$ cat config.mk
export PLATFORM = sky130hd
export DESIGN_NAME = id_ex_stage
export DESIGN_NICKNAME = d
export VERILOG_FILES = /design/src/rtl/riscv_pipe_pkg.sv /design/src/rtl/load_use_detect.sv /design/src/rtl/id_ex_stage.sv
export SDC_FILE = /design/constraint.sdc
export NUM_CORES = 1
export LEC_CHECK = 0
export CAP_MARGIN = 40
export CORE_UTILIZATION = 30
export DETAILED_ROUTE_END_ITERATION = 10
export DONT_BUFFER_PORTS = 1
export PLACE_DENSITY = 0.45
export SETUP_SLACK_MARGIN = 0.1
export SLEW_MARGIN = 5
export SYNTH_ARGS = -nofsm -noshare
export SYNTH_HDL_FRONTEND = slang
export SYNTH_SLANG_ARGS = --single-unit
$ cat constraint.sdc
create_clock -name clk -period 2.58 [get_ports clk]
set_input_delay 0.516 -clock clk [delete_from_list [all_inputs] [get_ports clk]]
set_output_delay 0.516 -clock clk [all_outputs]
set_load 0.01 [all_outputs]
$ cat src/rtl/riscv_pipe_pkg.sv
// Shared definitions for the RV32I pipeline stages.
//  - ALU operation and writeback source encodings
//  - architectural x0 register index
//  - id_ex_t: the bundle carried from ID to EX, and BUBBLE, its all-zero (NOP) value
package riscv_pipe_pkg;

  localparam int DATA_W = 32;

  localparam logic [4:0] REG_X0 = 5'd0;

  typedef enum logic [3:0] {
    ALU_ADD   = 4'd0,
    ALU_SUB   = 4'd1,
    ALU_SLL   = 4'd2,
    ALU_SLT   = 4'd3,
    ALU_SLTU  = 4'd4,
    ALU_XOR   = 4'd5,
    ALU_SRL   = 4'd6,
    ALU_SRA   = 4'd7,
    ALU_OR    = 4'd8,
    ALU_AND   = 4'd9,
    ALU_PASSB = 4'd10
  } alu_sel_e;

  typedef enum logic [1:0] {
    WB_MEM = 2'd0,
    WB_ALU = 2'd1,
    WB_PC4 = 2'd2
  } wb_sel_e;

  typedef struct packed {
    logic              valid;
    logic [DATA_W-1:0] pc;
    logic [4:0]        rs1;
    logic [4:0]        rs2;
    logic              rs1_used;
    logic              rs2_used;
    logic [4:0]        rd;
    logic [DATA_W-1:0] rs1_data;
    logic [DATA_W-1:0] rs2_data;
    logic [DATA_W-1:0] imm;
    logic              reg_wen;
    logic              mem_rw;
    logic              mem_rd;
    logic [3:0]        alu_sel;
    logic              a_sel;
    logic              b_sel;
    logic [1:0]        wb_sel;
  } id_ex_t;

  // A bubble carries no register indices, so it can never match in forwarding.
  localparam id_ex_t BUBBLE = '0;

endpackage

$ cat src/rtl/load_use_detect.sv
// Combinational load-use hazard detector.
//  A load sitting in EX whose destination is read by the valid, unflushed
//  instruction in ID cannot be forwarded in time, so ID must wait one cycle.
// Ports:
//  ex_valid, ex_mem_rd, ex_rd          in  : the instruction currently in EX
//  id_valid, id_rs1/rs2, id_rs*_used   in  : the instruction currently in ID
//  ex_flush                            in  : ID is being squashed anyway
//  hazard                              out : stall request (combinational)
module load_use_detect
  import riscv_pipe_pkg::*;
(
  input  logic       ex_valid,
  input  logic       ex_mem_rd,
  input  logic [4:0] ex_rd,
  input  logic       id_valid,
  input  logic       ex_flush,
  input  logic [4:0] id_rs1,
  input  logic       id_rs1_used,
  input  logic [4:0] id_rs2,
  input  logic       id_rs2_used,
  output logic       hazard
);

  logic load_in_ex;
  logic src_match;

  // Writes to x0 are discarded, so a load to x0 never creates a dependency.
  assign load_in_ex = ex_valid & ex_mem_rd & (ex_rd != REG_X0);
  assign src_match  = (id_rs1_used & (id_rs1 == ex_rd)) |
                      (id_rs2_used & (id_rs2 == ex_rd));
  assign hazard     = load_in_ex & src_match & id_valid & ~ex_flush;

endmodule

$ cat src/rtl/id_ex_stage.sv
// ID/EX pipeline register with load-use bubble insertion.
//  Captures the decoded ID instruction each cycle and presents it to EX.
//  Priority per edge: rst > mem_stall (hold) > ex_flush (bubble)
//  > load-use hazard (bubble + count) > normal load.
// Ports:
//  clk, rst (sync, active-high), mem_stall, ex_flush  : control
//  id_*                                               : decoded ID instruction
//  ex_*                                               : registered copies, plus ex_valid
//  hazard_stall                                       : combinational stall request
//  stall_cnt                                          : saturating load-use bubble count
module id_ex_stage
  import riscv_pipe_pkg::*;
#(
  parameter int XLEN  = DATA_W,
  parameter int CNT_W = 32
) (
  input  logic             clk,
  input  logic             rst,
  input  logic             mem_stall,
  input  logic             ex_flush,
  input  logic             id_valid,
  input  logic [XLEN-1:0]  id_pc,
  input  logic [4:0]       id_rs1,
  input  logic [4:0]       id_rs2,
  input  logic             id_rs1_used,
  input  logic             id_rs2_used,
  input  logic [4:0]       id_rd,
  input  logic [XLEN-1:0]  id_rs1_data,
  input  logic [XLEN-1:0]  id_rs2_data,
  input  logic [XLEN-1:0]  id_imm,
  input  logic             id_RegWEn,
  input  logic             id_MemRW,
  input  logic             id_MemRd,
  input  logic [3:0]       id_ALUSel,
  input  logic             id_ASel,
  input  logic             id_BSel,
  input  logic [1:0]       id_WBSel,
  output logic             ex_valid,
  output logic [XLEN-1:0]  ex_pc,
  output logic [4:0]       ex_rs1,
  output logic [4:0]       ex_rs2,
  output logic             ex_rs1_used,
  output logic             ex_rs2_used,
  output logic [4:0]       ex_rd,
  output logic [XLEN-1:0]  ex_rs1_data,
  output logic [XLEN-1:0]  ex_rs2_data,
  output logic [XLEN-1:0]  ex_imm,
  output logic             ex_RegWEn,
  output logic             ex_MemRW,
  output logic             ex_MemRd,
  output logic [3:0]       ex_ALUSel,
  output logic             ex_ASel,
  output logic             ex_BSel,
  output logic [1:0]       ex_WBSel,
  output logic             hazard_stall,
  output logic [CNT_W-1:0] stall_cnt
);

  localparam logic [CNT_W-1:0] CNT_MAX = {CNT_W{1'b1}};
  localparam logic [CNT_W-1:0] CNT_ONE = {{(CNT_W-1){1'b0}}, 1'b1};

  id_ex_t           id_bundle;
  id_ex_t           ex_q;
  id_ex_t           ex_nxt;
  logic [CNT_W-1:0] cnt_q;
  logic [CNT_W-1:0] cnt_nxt;
  logic             hazard;

  load_use_detect u_detect (
    .ex_valid    (ex_q.valid),
    .ex_mem_rd   (ex_q.mem_rd),
    .ex_rd       (ex_q.rd),
    .id_valid    (id_valid),
    .ex_flush    (ex_flush),
    .id_rs1      (id_rs1),
    .id_rs1_used (id_rs1_used),
    .id_rs2      (id_rs2),
    .id_rs2_used (id_rs2_used),
    .hazard      (hazard)
  );

  // Gather the ID-side ports into one bundle.
  always_comb begin
    id_bundle          = BUBBLE;
    id_bundle.valid    = id_valid;
    id_bundle.pc       = id_pc;
    id_bundle.rs1      = id_rs1;
    id_bundle.rs2      = id_rs2;
    id_bundle.rs1_used = id_rs1_used;
    id_bundle.rs2_used = id_rs2_used;
    id_bundle.rd       = id_rd;
    id_bundle.rs1_data = id_rs1_data;
    id_bundle.rs2_data = id_rs2_data;
    id_bundle.imm      = id_imm;
    id_bundle.reg_wen  = id_RegWEn;
    id_bundle.mem_rw   = id_MemRW;
    id_bundle.mem_rd   = id_MemRd;
    id_bundle.alu_sel  = id_ALUSel;
    id_bundle.a_sel    = id_ASel;
    id_bundle.b_sel    = id_BSel;
    id_bundle.wb_sel   = id_WBSel;
  end

  // Priority mux for the next EX contents; hazard already excludes flush.
  always_comb begin
    ex_nxt = ex_q;
    if (mem_stall) begin
      ex_nxt = ex_q;
    end else if (ex_flush || hazard) begin
      ex_nxt = BUBBLE;
    end else begin
      ex_nxt = id_bundle;
    end
  end

  // Bubble counter: advances only on bubbles actually inserted, saturating.
  always_comb begin
    cnt_nxt = cnt_q;
    if (!mem_stall && hazard && (cnt_q != CNT_MAX)) begin
      cnt_nxt = cnt_q + CNT_ONE;
    end else begin
      cnt_nxt = cnt_q;
    end
  end

  // Pipeline and counter registers.
  always_ff @(posedge clk) begin
    if (rst) begin
      ex_q  <= BUBBLE;
      cnt_q <= '0;
    end else begin
      ex_q  <= ex_nxt;
      cnt_q <= cnt_nxt;
    end
  end

  assign ex_valid     = ex_q.valid;
  assign ex_pc        = ex_q.pc;
  assign ex_rs1       = ex_q.rs1;
  assign ex_rs2       = ex_q.rs2;
  assign ex_rs1_used  = ex_q.rs1_used;
  assign ex_rs2_used  = ex_q.rs2_used;
  assign ex_rd        = ex_q.rd;
  assign ex_rs1_data  = ex_q.rs1_data;
  assign ex_rs2_data  = ex_q.rs2_data;
  assign ex_imm       = ex_q.imm;
  assign ex_RegWEn    = ex_q.reg_wen;
  assign ex_MemRW     = ex_q.mem_rw;
  assign ex_MemRd     = ex_q.mem_rd;
  assign ex_ALUSel    = ex_q.alu_sel;
  assign ex_ASel      = ex_q.a_sel;
  assign ex_BSel      = ex_q.b_sel;
  assign ex_WBSel     = ex_q.wb_sel;
  assign hazard_stall = hazard;
  assign stall_cnt    = cnt_q;

endmodule

Word level (Yosys, flattened, before mapping)
Index checks and enable logic that the tools add are counted.
{"block": "classes", "n_bitwise": 9, "reduce_logical": 5, "muxes": 1, "n_eq_ne": 3, "add_sub_neg": 1}
{"op": "$mux W157", "count": 1}
{"op": "$add A32 B1 Y32 const B", "count": 1}
{"op": "$ne A32 B32 Y1 const B", "count": 1}
{"op": "$eq A5 B5 Y1", "count": 2}
{"op": "$and A1 B1 Y1", "count": 7}
{"op": "$reduce_bool A5 Y1", "count": 1}
{"op": "$logic_and A1 B1 Y1", "count": 2}
{"op": "$logic_not A1 Y1", "count": 1}
{"op": "$logic_or A1 B1 Y1", "count": 1}
{"op": "$not A1 Y1", "count": 1}
{"op": "$or A1 B1 Y1", "count": 1}
{"block": "word_totals", "regBits": 189, "in_bits": 161, "word_cells": 37, "out_inout_bits": 190}

Logic depth before layout (Yosys ltp)
Gate-level depths: netlist (run 1).
{"block": "depth", "depth_word": 8, "depth_mapped": 8, "mapped_depth_nobuf": 7}

Hierarchy
Synthesis (run 1) repeated with hierarchy kept, for this count alone.
{"block": "unflattened", "cells_unflattened": 733, "area_unflattened_um2": 6875.3}
{"mod": "id_ex_stage", "cells_each": 715, "seq_area_each_um2": 3783.6, "area_per_inst_um2": 6737.7, "instances": 1}
{"mod": "load_use_detect", "cells_each": 18, "seq_area_each_um2": 0.0, "area_per_inst_um2": 137.6, "instances": 1}

Worst setup path before layout (run 1)
OpenSTA, ideal clock, no wires.
{"block": "synth_timing", "kind": "register -> register", "from": "register cnt_q[0], in the netlist stall_cnt[0]", "to": "register cnt_q[24], in the netlist stall_cnt[24]", "arrival_ps": 2114, "synth_period_minus_slack_ps": 2235, "path_slack_ps": 345, "required_time_ps": 2459, "n_path_buf": 1, "setup_time_ps": 121, "path_stages_with_launch": 9, "path_cell_list": "dfxtp_1 ha_1 nand3_1 nor4_2 nor2b_1 nand3_1 buf_4 nor3_1 mux2_2"}
{"block": "synth_between", "elab_chain_len": 2, "elab_cells_between_ends": 3, "cone_classes": "add/sub (1); eq/ne (1); reduce/logical (1)"}
{"item": "start, declared", "line_no": "id_ex_stage.sv:65", "rtl": "logic [CNT_W-1:0] cnt_q;"}
{"item": "start signal, assigned", "line_no": "id_ex_stage.sv:133", "rtl": "cnt_q <= cnt_nxt;"}
{"item": "branches (longest 2 deep; another with $add A32 B1 Y32)"}
Several ways; the timed one is not identified.
A chain may end at the register's enable or synchronous reset.

Worst setup path in the final report (run 1)
{"block": "layout_timing", "from": "register ex_q, in the netlist ex_rd[1]", "to": "output port hazard_stall"}
{"block": "layout_between", "elab_chain_len": 6, "elab_cells_between_ends": 10, "cone_classes": "eq/ne (2); bitwise (7); reduce/logical (1)"}
{"item": "start, declared", "line_no": "id_ex_stage.sv:63", "rtl": "id_ex_t ex_q;"}
{"item": "start signal, assigned", "line_no": "id_ex_stage.sv:132", "rtl": "ex_q <= ex_nxt;"}
{"item": "$eq A5 B5 Y1 (on tied branches)", "line_no": "load_use_detect.sv:29, load_use_detect.sv:30"}
{"item": "$and A1 B1 Y1 (on tied branches)", "line_no": "load_use_detect.sv:29, load_use_detect.sv:30"}
{"item": "$or A1 B1 Y1", "line_no": "load_use_detect.sv:29", "rtl": "assign src_match = (id_rs1_used & (id_rs1 == ex_rd)) |"}
{"item": "$and A1 B1 Y1 * (3 in a row)", "line_no": "load_use_detect.sv:31", "rtl": "assign hazard = load_in_ex & src_match & id_valid & ~ex_flush;"}
{"item": "end, declared", "line_no": "id_ex_stage.sv:55", "rtl": "output logic hazard_stall,"}
Every way passes the cells marked *; elsewhere a longest branch is shown, timed or not.

==> summary.txt, run 1 <==
Synth
  – Post-Syn Area: 6520 um2
  – Yosys reg bits: 189
  – Fraction of registers with async set/reset: 0
  – Netlist cell types: 39
  – Gate Count Post-Synth: between 500 and 600
  – Post-synthesis sequential area ratio: 0.580
  – Post-synth EDFFs: 0
  – Mapped Nets: 728
  – Mapped Avg Cell Area: ~12 um2
  – Post-synth top flop: dfxtp_1
  – Yosys warns: 0

Floorplanning
  – Num rows: between 50 and 60
  – Die W: around 150 um
  – Core outline area: ~21,000 um2
  – I/O pins: between 300 and 400
  – Die Y: 149 um
  – Die area: between 20,000 and 25,000 um2
  – Effective utilization at floorplan: 0.308

Critical path
  – Crit path capture type: output port
  – Worst setup SP type: flip-flop
  – CP Max Fanout: 5
  – Data required time of the worst path: 2.06 ns
  – Critical Setup Path Class: reg -> out
  – Crit path DAT: 1.85 ns

Min path
  – Min-delay worst type: in -> reg

Timing
  – Max_slew headroom: 0.585
  – Tmin final: ~2.4 ns
  – RSZ-0062 raised after global routing: no
  – Post-Route Setup TNS: 0 ns
  – Final Skew: about 0.011 ns
  – Endpoints failing setup: 0
  – Final WS setup: between 0.2 and 0.25 ns
  – Fin. Hold Viols: 0
  – Achievable clock frequency: 0.423 GHz
  – Max-slew violations: 0
  – Worst-Margin Slew: ~0.62 ns
  – Fin crit share: 0.917

Global routing
  – GR met1 Demand/Resource: 0.185
  – Met2 GRT Util: 0.258
  – Initial antenna violation count: 0
  – GR Overflow Total: 0
  – M3 GR Usage: 0.0585
  – GRT Max-Usage Layer: met2
  – GRT Total Usage: 0.154
  – Vias in the first global route: around 4,600
  – Largest net degree at the start of global routing: between 60 and 70
  – First-pass GRT wire length: 26,200 um

Clocking
  – CTS clk-pin slew, worst paths: around 0.080 ns
  – Hold_buf cts: 0
  – CTS Root Cell: clkbuf_16
  – Clk_lat worst skew: roughly 0.43 ns
  – Clock Path Buffers: 2
  – CTS HTree Levels: 4
  – Post_cts resized: 6
  – CTS tree: built
  – # clock sinks: about 190
  – Total CTS buffers: 17
  – Setup Fix Bufs, Post-CTS: 0

Detailed routing
  – Antenna Nets Post-Route: 0
  – First DRT Iteration DRCs: 189
  – Post-DR wirelength/cell: roughly 21 um
  – Via/cell ratio: between 5 and 6
  – Total Wirelength: about 18,000 um
  – Drc violations: 0
  – Vias: approximately 4,700
  – Pre-antenna DRT Iters: 4

Layout
  – Layout cells sized above 1: 0.145
  – Most common cell after layout, fill and taps aside: dfxtp_1
  – Nets: between 700 and 800
  – Ant. Diodes: 0
  – Area Overhead vs Synth: 16.3%
  – Most frequent cells in the layout: dfxtp_1, a22o_1, buf_4, nor2_1, clkbuf_16

Placement
  – GPL Wtd Cong: 0.754
  – IO buf count: 0
  – Place WS: approximately 0.21 ns
  – Post-DP HPWL: approximately 13,000 um

Run status
  – Status: finished, final reports clean

Power
  – Power per Cell Area: slightly below 800 nW/um2
  – Leak: roughly 2.8 nW
  – Max VDD drop: 0.000392 V
  – Final Power: approximately 6.0 mW

Flow run
  – # Max-Cap Violations: 0
-- Yosys cell counts (all sizes together), types with 2 or more instances --
cell / instances / area, um2
a21o: 2 / 15.0
a21oi: 15 / 75.1
a22o: 157 / 1380
a31o: 2 / 17.5
and3: 4 / 25.0
and4: 3 / 26.3
buf: 21 / 145
clkbuf: 22 / 82.6
dfxtp: 189 / 3780
inv: 8 / 30.0
mux2: 3 / 33.8
nand2: 15 / 58.8
nand3: 12 / 60.1
nand4: 17 / 113
nor2: 19 / 71.3
nor2b: 11 / 68.8
nor3: 3 / 15.0
nor4: 5 / 58.8
o21ai: 7 / 38.8
o31ai: 7 / 52.6
or3: 4 / 25.0
or4: 11 / 82.6
xnor2: 11 / 96.3
xor2: 9 / 78.8
-- sequential cells by signal (all words and copies together) (netlist names) --
register	flops
ex_imm	32
ex_rd	5
ex_rs1	5
ex_ASel	1
ex_ALUSel	4
ex_BSel	1
ex_rs1_data	32
ex_pc	32
ex_rs1_used	1
ex_MemRd	1
ex_RegWEn	1
stall_cnt	32
ex_WBSel	2
ex_rs2_used	1
ex_MemRW	1
ex_rs2_data	32
ex_valid	1
ex_rs2	5
-- logic make-up after synthesis --
| logic type | after synthesis | synth area share |
|---|---|---|
| simple gates | 107 | 0.0959 |
| fa+ha+maj | 1 | 0.00192 |
| buf+inv | 51 | 0.0395 |
| compound gates | 194 | 0.249 |
| mux | 4 | 0.00671 |
| flops | 189 | 0.580 |
| xor+xnor | 20 | 0.0269 |
-- power by group --
part	switching [mW]	internal, mW
Clock	1.28	1.34
Combinational	0.102	0.110
Sequential	0.123	3.01
-- metrics by stage --
stage / instance area [um2] / util / std cells / hold slack [ns]
after detailed placement: 6950 / 0.329 / 830 / 0.493
final: 7580 / 0.359 / 862 / 0.155
after CTS: 7560 / 0.358 / 862 / 0.124
after floorplan: 6520 / - / 566 / 0.508
after global placement: 6950 / 0.329 / 830 / 0.464
after global routing: 7580 / 0.359 / 862 / 0.128
-- metal layers --
metal  up-vias  routed length (um)  share of wire
met1      2269                7220           0.40
met2       232                9020           0.50
met5         -                   0              0
li1       2172                   -              -
met4         0                 172         0.0095
met3        15                1650          0.091
-- path summary, 6_finish.rpt --
kind	startpoint	end	slack, ns	depth (start not counted)
setup / recovery	ex_rd[1]	hazard_stall	0.21	4
hold / removal	rst	stall_cnt[6]	0.15	1
setup reg to reg	stall_cnt[9]	stall_cnt[26]	0.26	6
hold reg to reg	stall_cnt[28]	stall_cnt[28]	0.50	2
-- final cells by class --
| type | count | area [um2] |
|---|---|---|
| clock inverter | 14 | 161 |
| inverter | 8 | 30.0 |
| tap | 275 | 344 |
| timing repair buffer | 32 | 303 |
| sequential | 189 | 3790 |
| clock buffer | 18 | 439 |
| fill | 2068 | 13600 |
| multi-input combinational | 326 | 2510 |
-- critical path: stages, from the launching register on --
cell and delay (ns):
dfxtp_4 0.37, or4_1 0.59, o21ai_4 0.24, nor2b_4 0.07
nor2b_4 0.14
Power figures use the tool's default switching activity.
==> inputs of run 2 (changes only) <==
--- a/config.mk
+++ b/config.mk
@@ -7,6 +7,7 @@
 export LEC_CHECK = 0
 export CAP_MARGIN = 40
 export CORE_UTILIZATION = 30
+export CTS_BUF_LIST = sky130_fd_sc_hd__clkbuf_4 sky130_fd_sc_hd__clkbuf_8 sky130_fd_sc_hd__clkbuf_16
 export DETAILED_ROUTE_END_ITERATION = 10
 export DONT_BUFFER_PORTS = 1
 export PLACE_DENSITY = 0.45
==> constraint.sdc (replaced) <==
create_clock -name clk -period 3 [get_ports clk]
set_input_delay 0.6 -clock clk [delete_from_list [all_inputs] [get_ports clk]]
set_output_delay 0.6 -clock clk [all_outputs]
set_load 0.01 [all_outputs]
==> run 2 against run 1 <==
  * Combinational power decreased by 19%
  * Cell area is 3.0% lower
  * Setup slack improved by 0.047 ns
  * Sequential power shrank 14%
  * Register-to-register slack improved by 0.21 ns
  * Die area stayed put
  * First-iteration DRC count rose by 44%
  * Clock power down 16%
  * Largest cell class unchanged
  * Critical path depth increased by 1
  * Via count down 2.2%
==> summary.txt, run 2 (synthesis results as in run 1) <==
Run status
  – Status: finished, final reports clean

Floorplanning
  – Num rows: 53
  – Core outline area: roughly 21,000 um2
  – Die Y: 149 um
  – Effective utilization at floorplan: 0.308
  – I/O pins: approximately 350
  – Die W: around 150 um
  – Die area: 22,300 um2

Layout
  – Ant. Diodes: 0
  – Most common cell after layout, fill and taps aside: dfxtp_1
  – Cell area after layout: 7350 um2
  – Layout cells sized above 1: 0.103
  – Most frequent cells in the layout: dfxtp_1, a22o_1, nor2_1, clkbuf_16, nand4_1
  – Area Overhead vs Synth: 12.7%
  – Final core occ: 0.348
  – Cell Count, Final, Fillers Out: ~840
  – Nets: about 700

Timing
  – Tmin final: roughly 2.7 ns
  – Fin. Hold Viols: 0
  – Fin crit share: 0.913
  – Max_slew headroom: 0.489
  – Max-slew violations: 0
  – Endpoints failing setup: 0
  – WHS: 0.246 ns
  – Achievable clock frequency: approximately 0.37 GHz
  – Final Skew: about 0.016 ns
  – Post-Route Setup TNS: 0 ns
  – RSZ-0062 raised after global routing: no
  – Worst-Margin Slew: roughly 0.77 ns
  – Final WS setup: ~0.26 ns

Global routing
  – Vias in the first global route: approximately 4,400
  – Initial antenna violation count: 0
  – GR Overflow Total: 0
  – First-pass GRT wire length: about 26,000 um
  – Largest net degree at the start of global routing: between 90 and 100
  – GRT Total Usage: 0.153

Clocking
  – CTS tree: built
  – # clock sinks: 189
  – Hold_buf cts: 0
  – Total CTS buffers: 17
  – CTS clk-pin slew, worst paths: ~0.070 ns
  – Setup Fix Bufs, Post-CTS: 0
  – CTS Root Cell: clkbuf_16
  – Clock Path Buffers: 2
  – CTS HTree Levels: 4
  – Clk_lat worst skew: ~0.42 ns

Power
  – Power per Cell Area: between 600 and 700 nW/um2
  – NetSw: between 1 and 1.5 mW
  – Share of total power in the clock network: 0.434
  – Flop pwr share: 0.532
  – Switch share: 0.246
  – Leak: about 2.7 nW
  – Combinational group share of total power: 0.034
  – Internal: roughly 3.8 mW
  – Final Power: 5.07 mW
  – Max VDD drop: ~0.00027 V

Critical path
  – Worst setup SP type: flip-flop
  – Reg2Reg Launch Point: stall_cnt[2]
  – CP Max Fanout: 5
  – Critical path startpoint: ex_rd[1]
  – Crit path capture type: output port
  – Data required time of the worst path: 2.40 ns
  – Crit path DAT: ~2.1 ns
  – Critical Setup Path Class: reg -> out

Placement
  – Placed insts: 807
  – IO buf count: 0
  – GPL Wtd Cong: 0.732
  – Post-DP HPWL: 12,800 um
  – Placed Area: between 6000 and 7000 um2
  – Place WS: 0.445 ns

Detailed routing
  – Via/cell ratio: between 5 and 6
  – Total Wirelength: 18,000 um
  – Pre-antenna DRT Iters: 4
  – Antenna Nets Post-Route: 0
  – Vias: around 4,600
  – Post-DR wirelength/cell: around 22 um
  – First DRT Iteration DRCs: 273
  – Drc violations: 0

Flow run
  – # Max-Cap Violations: 0

Min path
  – Hold_sp: rst
  – Min-delay worst type: in -> reg
run 2: final timing paths:
check / to / slack (ns) / cells past startpoint
setup reg to reg: stall_cnt[26] / 0.47 / 6
hold / removal: stall_cnt[2] / 0.25 / 1
setup / recovery: hazard_stall / 0.26 / 5
hold reg to reg: ex_imm[1] / 0.54 / 1
run 2: repair_timing:
item | 4_1_cts | 5_1_grt
pin swaps | 0 | 0
endpoints found under the setup margin | 1 | 1
resized for setup | 2 | 1
run 2: power groups by stage:
stage	clock, mW	combinational [mW]	sequential, mW
6_report	2.20	0.172	2.70
5_1_grt	2.38	0.188	2.71
4_1_cts	2.27	0.173	2.70
3_5_place_dp	0	0.173	2.76
3_3_place_gp	0	0.166	2.76
2_1_floorplan	0	0.153	2.73
run 2: area by class of cell:
type                       count  area (um2)
clock inverter                13         126
timing repair buffer           9         118
inverter                       8        30.0
multi-input combinational    326        2500
sequential                   189        3780
tap                          275         344
fill                        2092       13800
clock buffer                  19         453
run 2: worst max-delay path, stage by stage, from the launching register on:
cell and delay (ns):
dfxtp_1 0.52, xnor2_1 0.17, nand4_1 0.18, o22ai_2 0.29
nor2b_2 0.29, nor2b_1 0.26
run 2: layer usage:
layer	part of all wire	global-route usage	vias up
met1	0.41	0.187	2228
met2	0.49	0.244	223
met4	0.014	0.0531	0
li1	-	-	2119
met5	0	0	-
met3	0.084	0.0579	16
